### src/rtl/led_ctrl_pkg.sv
// Shared definitions for the LED frame controller, the serializer and their benches:
// FSM state encoding and port width helpers.
package led_ctrl_pkg;

  typedef enum logic [1:0] {
    ST_IDLE  = 2'd0,
    ST_COPY  = 2'd1,
    ST_START = 2'd2,
    ST_WAIT  = 2'd3
  } led_state_e;

  // Address width: max(1, clog2(led_cnt)) so a single-LED chain still has a port bit.
  function automatic int calc_aw(input int led_cnt);
    return (led_cnt > 2) ? $clog2(led_cnt) : 1;
  endfunction

  // Pixel width: all colour channels of one LED packed together.
  function automatic int calc_pw(input int channels, input int bits_per_channel);
    return channels * bits_per_channel;
  endfunction

endpackage

### src/rtl/led_frame_timer.sv
// Free-running frame period counter; emits a registered one-cycle tick every PERIOD cycles.
// Restarts from 0 on reset.
module led_frame_timer #(
  parameter int PERIOD = 500000
) (
  input  logic clk,
  input  logic reset,
  output logic o_tick
);

  localparam int TW = (PERIOD > 1) ? $clog2(PERIOD) : 1;
  localparam logic [TW-1:0] LAST = TW'(PERIOD - 1);

  logic [TW-1:0] r_cnt;
  logic          r_tick;

  // Count 0..PERIOD-1 and pulse the tick on wrap.
  always_ff @(posedge clk or posedge reset) begin
    if (reset) begin
      r_cnt  <= '0;
      r_tick <= 1'b0;
    end else if (r_cnt == LAST) begin
      r_cnt  <= '0;
      r_tick <= 1'b1;
    end else begin
      r_cnt  <= r_cnt + TW'(1);
      r_tick <= 1'b0;
    end
  end

  assign o_tick = r_tick;

endmodule

### src/rtl/led_frame_ctrl.sv
// Double-buffered frame controller in front of the serial LED driver.
// Writes land in the back buffer; a commit copies back->front and launches one frame.
// The front buffer is frozen while a frame is on the wire.
// Optional: define LED_FRAME_CTRL_AUTO_REFRESH_EN to add a periodic internal commit.
module led_frame_ctrl
  import led_ctrl_pkg::*;
#(
  parameter  int LED_CNT       = 3,
  parameter  int CHANNELS      = 3,
  parameter  int BITPERCHANNEL = 8,
  parameter  int WAIT_TIMEOUT  = 100000,
  parameter  int FRAME_PERIOD  = 500000,
  localparam int AW            = calc_aw(LED_CNT),
  localparam int PW            = calc_pw(CHANNELS, BITPERCHANNEL)
) (
  input  logic                  clk,
  input  logic                  reset,
  input  logic                  i_wr_valid,
  output logic                  o_wr_ready,
  input  logic [AW-1:0]         i_wr_addr,
  input  logic [PW-1:0]         i_wr_data,
  input  logic                  i_commit,
  output logic [LED_CNT*PW-1:0] o_frame_data,
  output logic                  o_frame_start,
  input  logic                  i_frame_done,
  output logic                  o_busy,
  output logic                  o_wr_err,
  output logic                  o_timeout
);

  localparam int CW = (WAIT_TIMEOUT > 0) ? $clog2(WAIT_TIMEOUT + 1) : 1;
  localparam logic [CW-1:0] CNT_LAST  = CW'(WAIT_TIMEOUT - 1);
  localparam logic [AW:0]   LED_LIMIT = (AW + 1)'(LED_CNT);

  led_state_e                  r_state;
  logic                        r_pending;
  logic                        r_frame_start;
  logic                        r_timeout;
  logic                        r_wr_err;
  logic [CW-1:0]               r_cnt;
  logic [LED_CNT-1:0][PW-1:0]  r_back;
  logic [LED_CNT-1:0][PW-1:0]  r_front;
  logic                        w_commit;
  logic                        w_wr_fire;

`ifdef LED_FRAME_CTRL_AUTO_REFRESH_EN
  logic w_tick;

  led_frame_timer #(
    .PERIOD(FRAME_PERIOD)
  ) u_timer (
    .clk   (clk),
    .reset (reset),
    .o_tick(w_tick)
  );

  assign w_commit = i_commit | w_tick;
`else
  logic w_unused_period;
  assign w_unused_period = ^FRAME_PERIOD;
  assign w_commit        = i_commit;
`endif

  assign w_wr_fire = i_wr_valid & o_wr_ready;

  // Pixel writes into the back buffer; out-of-range addresses are swallowed and flagged.
  // NOTE: the back buffer is reset because it must read all-zero after reset; a plain
  // storage array without that visible requirement would be left unreset.
  always_ff @(posedge clk or posedge reset) begin
    if (reset) begin
      r_back   <= '0;
      r_wr_err <= 1'b0;
    end else if (w_wr_fire) begin
      if ({1'b0, i_wr_addr} < LED_LIMIT) begin
        r_back[i_wr_addr] <= i_wr_data;
      end else begin
        r_wr_err <= 1'b1;
      end
    end
  end

  // Frame FSM: copy, launch, wait for completion or timeout; coalesces commits into pending.
  // NOTE: non-blocking assignments throughout so every register sees pre-edge values.
  always_ff @(posedge clk or posedge reset) begin
    if (reset) begin
      r_state       <= ST_IDLE;
      r_pending     <= 1'b0;
      r_frame_start <= 1'b0;
      r_timeout     <= 1'b0;
      r_cnt         <= '0;
      r_front       <= '0;
    end else begin
      r_frame_start <= 1'b0;
      case (r_state)
        ST_IDLE: begin
          if (r_pending || w_commit) begin
            r_state <= ST_COPY;
          end
        end
        ST_COPY: begin
          r_front       <= r_back;
          r_frame_start <= 1'b1;
          r_state       <= ST_START;
        end
        ST_START: begin
          r_cnt   <= '0;
          r_state <= ST_WAIT;
        end
        ST_WAIT: begin
          if (i_frame_done) begin
            r_state <= ST_IDLE;
          end else if ((WAIT_TIMEOUT != 0) && (r_cnt == CNT_LAST)) begin
            r_state   <= ST_IDLE;
            r_timeout <= 1'b1;
          end else if (r_cnt != '1) begin
            r_cnt <= r_cnt + CW'(1);
          end
        end
        default: r_state <= ST_IDLE;
      endcase

      // Pending is consumed on the IDLE->COPY step; any other commit just arms it.
      if ((r_state == ST_IDLE) && (r_pending || w_commit)) begin
        r_pending <= 1'b0;
      end else if (w_commit) begin
        r_pending <= 1'b1;
      end
    end
  end

  assign o_wr_ready    = (r_state != ST_COPY);
  assign o_busy        = (r_state != ST_IDLE);
  assign o_frame_start = r_frame_start;
  assign o_frame_data  = r_front;
  assign o_wr_err      = r_wr_err;
  assign o_timeout     = r_timeout;

endmodule

### config.mk
export PLATFORM = sky130hd
export DESIGN_NAME = led_frame_ctrl
export DESIGN_NICKNAME = d
export VERILOG_FILES = /design/src/rtl/led_ctrl_pkg.sv /design/src/rtl/led_frame_timer.sv /design/src/rtl/led_frame_ctrl.sv
export SDC_FILE = /design/constraint.sdc
export NUM_CORES = 1
export LEC_CHECK = 0
export CAP_MARGIN = 10
export CORE_MARGIN = 3
export CORE_UTILIZATION = 30
export CTS_BUF_LIST = sky130_fd_sc_hd__clkbuf_4
export DETAILED_ROUTE_END_ITERATION = 16
export GPL_TIMING_DRIVEN = 0
export PLACE_DENSITY_LB_ADDON = 0.3
export SLEW_MARGIN = 20
export SYNTH_ARGS = -nofsm -noshare
export SYNTH_HDL_FRONTEND = slang
export SYNTH_HIERARCHICAL = 1
export SYNTH_SLANG_ARGS = --single-unit
### constraint.sdc
create_clock -name clk -period 16.33 [get_ports clk]
set_input_delay 2.4495 -clock clk [delete_from_list [all_inputs] [get_ports clk]]
set_output_delay 2.4495 -clock clk [all_outputs]
set_load 0.1 [all_outputs]
; Word level (Yosys, flattened, before mapping)
; Cells that the tools add are included.
[totals]
ff_bits = 167
input_bits = 31
output_inout_bits = 77
word_cells = 56
[op_classes]
n_addsub = 1
order_cmp = 3
eq_ne = 11
mux = 14
n_bitwise = 3
reduce_logical = 12
[op_table]
columns = operator, n
row1 = 72-bit bitwise mux, 1
row2 = 17-bit 2-to-1 mux, 3
row3 = 24-bit demux with 2-bit select, 1
row4 = 17-bit case mux with 2 select lines, 1
row5 = 24-bit 2-to-1 mux, 1
row6 = "17-bit by 1-bit adder with 17-bit output, second input constant", 1
row7 = "17-bit == test, second input constant", 1
row8 = "17-bit inequality test, second input constant", 1
row9 = "2-bit inequality test, second input constant", 4
row10 = 2-bit case mux with 4 select lines, 1
row11 = 2-bit 2-to-1 mux, 3
row12 = 2-bit AND reduction, 3
row13 = 2-bit nonzero test, 3
row14 = "2-bit == test, second input constant", 2
row15 = 4-bit AND reduction, 1
row16 = "2-bit by 3-bit less-than comparator with 1-bit output, second input constant", 1
row17 = 1-bit 2-to-1 mux, 3
row18 = "3-bit inequality test, second input constant", 1
row19 = 3-bit AND reduction, 1
row20 = "2-bit by 1-bit == test with 1-bit output, second input constant", 1
row21 = "2-bit by 1-bit greater-or-equal comparator with 1-bit output, second input constant", 1
row22 = 1-bit logical AND, 2
row23 = 2-bit zero test, 1
row24 = "2-bit less-than comparator, second input constant", 1
row25 = other kinds (4), 5

; Depth between registers and ports, before layout
[depth]
word_depth = 5
ltp_mapped = 10
depth_no_buf = 10

; Worst setup path before layout
; No wires, ideal clock.
[synth_path]
path_type = reg-to-output
start = register r_state[1]
end = output port o_wr_ready
arrival_time_ns = 1.761
required_ns = 13.880
setup_slack_ns = 12.120
stages_incl_launch_ff = 6
path_buffers = 2
cell_sequence = dfrtp_1 > inv_1 > ha_1 > clkbuf_1 > clkbuf_1 > inv_1
[synth_between]
elab_chain_cells = 1
[synth_rtl]
columns = element, line_no
row1 = start: declaration, led_frame_ctrl.sv:35  ; led_state_e r_state;
row2 = start signal: assignment, led_frame_ctrl.sv:86  ; r_state <= ST_IDLE;
row3 = start signal: assignment, led_frame_ctrl.sv:97  ; r_state <= ST_COPY;
row4 = start signal: assignment, led_frame_ctrl.sv:103  ; r_state <= ST_START;
row5 = 2-bit by 1-bit inequality test with 1-bit output, led_frame_ctrl.sv:131  ; assign o_wr_ready = (r_state != ST_COPY);
row6 = end: declaration, led_frame_ctrl.sv:19  ; output logic o_wr_ready,
; No other way between the ends.

; Worst setup path after layout
; Ends and elaborated chain as after synthesis.

==> metrics <==
status=finished clean; Synth area leader=dfrtp_1; Post-DP HPWL=10.2 mm; FP Rows=53; die height=154 µm; H-tree level count=4; initial antenna violation count=1; synth cell count leaders=167 x dfrtp_1, 144 x mux2_2, 15 x clkbuf_1, 15 x nand2_1, 11 x nand3_1; slowest cell on the critical path=clkdlybuf4s50_1; Peak Freq=167 MHz; total clock sinks=167; Buffers on Ports=107; WL final=14.7 mm; maxcap violations=0; CTS tree=done; cts hold-fix bufs=0; Final #Nets=608; routed vias=4055; Overall Global Routing Usage=0.128; io pins=108; CTS Buffer Depth=2; 1st-iter DRT viols=151; Placer Congestion=0.820; DRC Markers=0; Synth cell types=38; GR Layer Usage met1=0.165; largest net degree at the start of global routing=90; first-pass GRT wire length=24.2 mm; CP cell instances=inv_1, ha_1, clkbuf_1, clkbuf_1, inv_1, clkdlybuf4s50_1; Synth area leaders=dfrtp_1 63%, mux2_2 25%, ha_1 1.3%; Initial Utilization=0.310; Root Driver=clkbuf_4; Gates resized, CTS repair=0; Worst EP required=13.88 ns; hold crit path type=reg2reg; CP peak stage delay=0.98 ns; RSZ-0062 raised after global routing=no; Post-CTS Setup Bufs=0; asr flop ratio synth=1.00; met3 GRT Util=0.0428; Post-Syn Area=0.00659 mm²; kind of critical path=reg2out; CP arrival=3.55 ns; Synthesized Nets=481; layout cells sized above 1=0.314; Synth Flop Type=dfrtp_1; setup TNS=0 ns; pre-CTS setup slack=10.85 ns; clock-pin slew on the worst setup and hold paths=0.13 ns; synth warn=6; GRT busiest layer=met2; vias in the first global route=4425; Core Area=0.0213 mm²; latest clock arrival within the worst-skew pair=0.56 ns; Die ar.=0.0238 mm²; CP endpoint kind=primary output; total gr overflow=0; hold depth=1; worst hold margin=0.493 ns; post-synthesis sequential area ratio=0.634; Worst Skew=0.0200 ns; Syn Area/Cell=14.9 µm²; P&R area growth vs syn=26.6%; minimum clock period=6.00 ns; Post-synth EDFFs=0; count leader, synth=dfrtp_1; area share of the largest cell type after synthesis=0.634; fin crit share=0.368; worst-margin pin slew=1.03 ns; Synth Instances=443; placed instance area=0.00804 mm²; type of origin of the critical path=register; Crit Path Max Fanout=10; CTS Buf Count=17; met2 GRT Util=0.206; register bit count reported by yosys=167; die width=154 µm; Slew Viols, Final=0; Detailed Routing Iterations Pass 1=4; routed length per instance=17.2 µm; final-report setup violation count=0; worst r2r path cells=10; Final Hold Vio Count=0; remaining antenna violation count=0; worst setup margin=10.33 ns; post-route cell area=0.00834 mm²; relative slew slack=0.313; vias per std cell=4.73
[flip-flops by register name, indices dropped and copies added (netlist names)]
signal	flops
r_back	72
o_frame_data	72
r_state	2
o_timeout	1
r_cnt	17
o_frame_start	1
r_pending	1
o_wr_err	1
[cell type report]
class / instances / area (µm²)
fill: 2000 / 12900
antenna: 1 / 2.50
sequential: 167 / 4180
timing repair buffer: 108 / 1100
tap: 275 / 344
clock inverter: 14 / 173
multi-input combinational: 249 / 2310
buffer: 17 / 68.8
inverter: 10 / 45.0
clock buffer: 17 / 128
[cells by family after synthesis]
| logic type | share of synthesized area |
|---|---|
| and+or+nand+nor | 0.0488 |
| muxes | 0.255 |
| buffers and inverters | 0.0161 |
| DFF | 0.634 |
| adders and majority gates | 0.0133 |
| AOI/OAI and AO/OA | 0.0325 |
[stage by stage]
step / util / cells
floorplan: - / 443
global placement: 0.376 / 825
detailed placement: 0.378 / 826
CTS: 0.392 / 857
global route: 0.392 / 858
finish: 0.392 / 858
[layout by cell type (no fill, tap or decap), types with 4 or more instances in the layout]
cell and instances:
a21oi_1 5, clkbuf_1 15, clkbuf_4 17, clkdlybuf4s50_1 107, dfrtp_1 167, ha_1 7
inv_1 8, inv_6 5, mux2_2 144, mux2i_1 5, nand2_1 15, nand3_1 11
nor2_1 9, o211ai_1 4, o21ai_0 10
[metal layers]
metal | part of all wire | vias to the layer above
li1 | - | 1846
met1 | 0.45 | 2102
met2 | 0.48 | 95
met3 | 0.059 | 12
met4 | 0.014 | 0
met5 | 0 | -
[worst paths after layout]
check	from	endpoint	slack, ns
max reg2reg	r_cnt[0]	r_cnt[15]	13.11
min	o_timeout	o_timeout	0.49
min reg2reg	o_timeout	o_timeout	0.49
min in group asynchronous	reset	o_frame_data[16]	2.35
max in group asynchronous	reset	o_frame_data[31]	13.16
max	r_state[1]	o_wr_ready	10.33
[critical path, delay by kind of cell (launching register included)]
family                   cells  cell delay (ns)
adder cells (fa/ha/maj)      1             0.27
flip-flops                   1             0.44
buffers and inverters        5             2.29
Power is left out: the tool's default activity adds up to more than one toggle a clock period on the data nets, which glitch-free logic cannot reach.
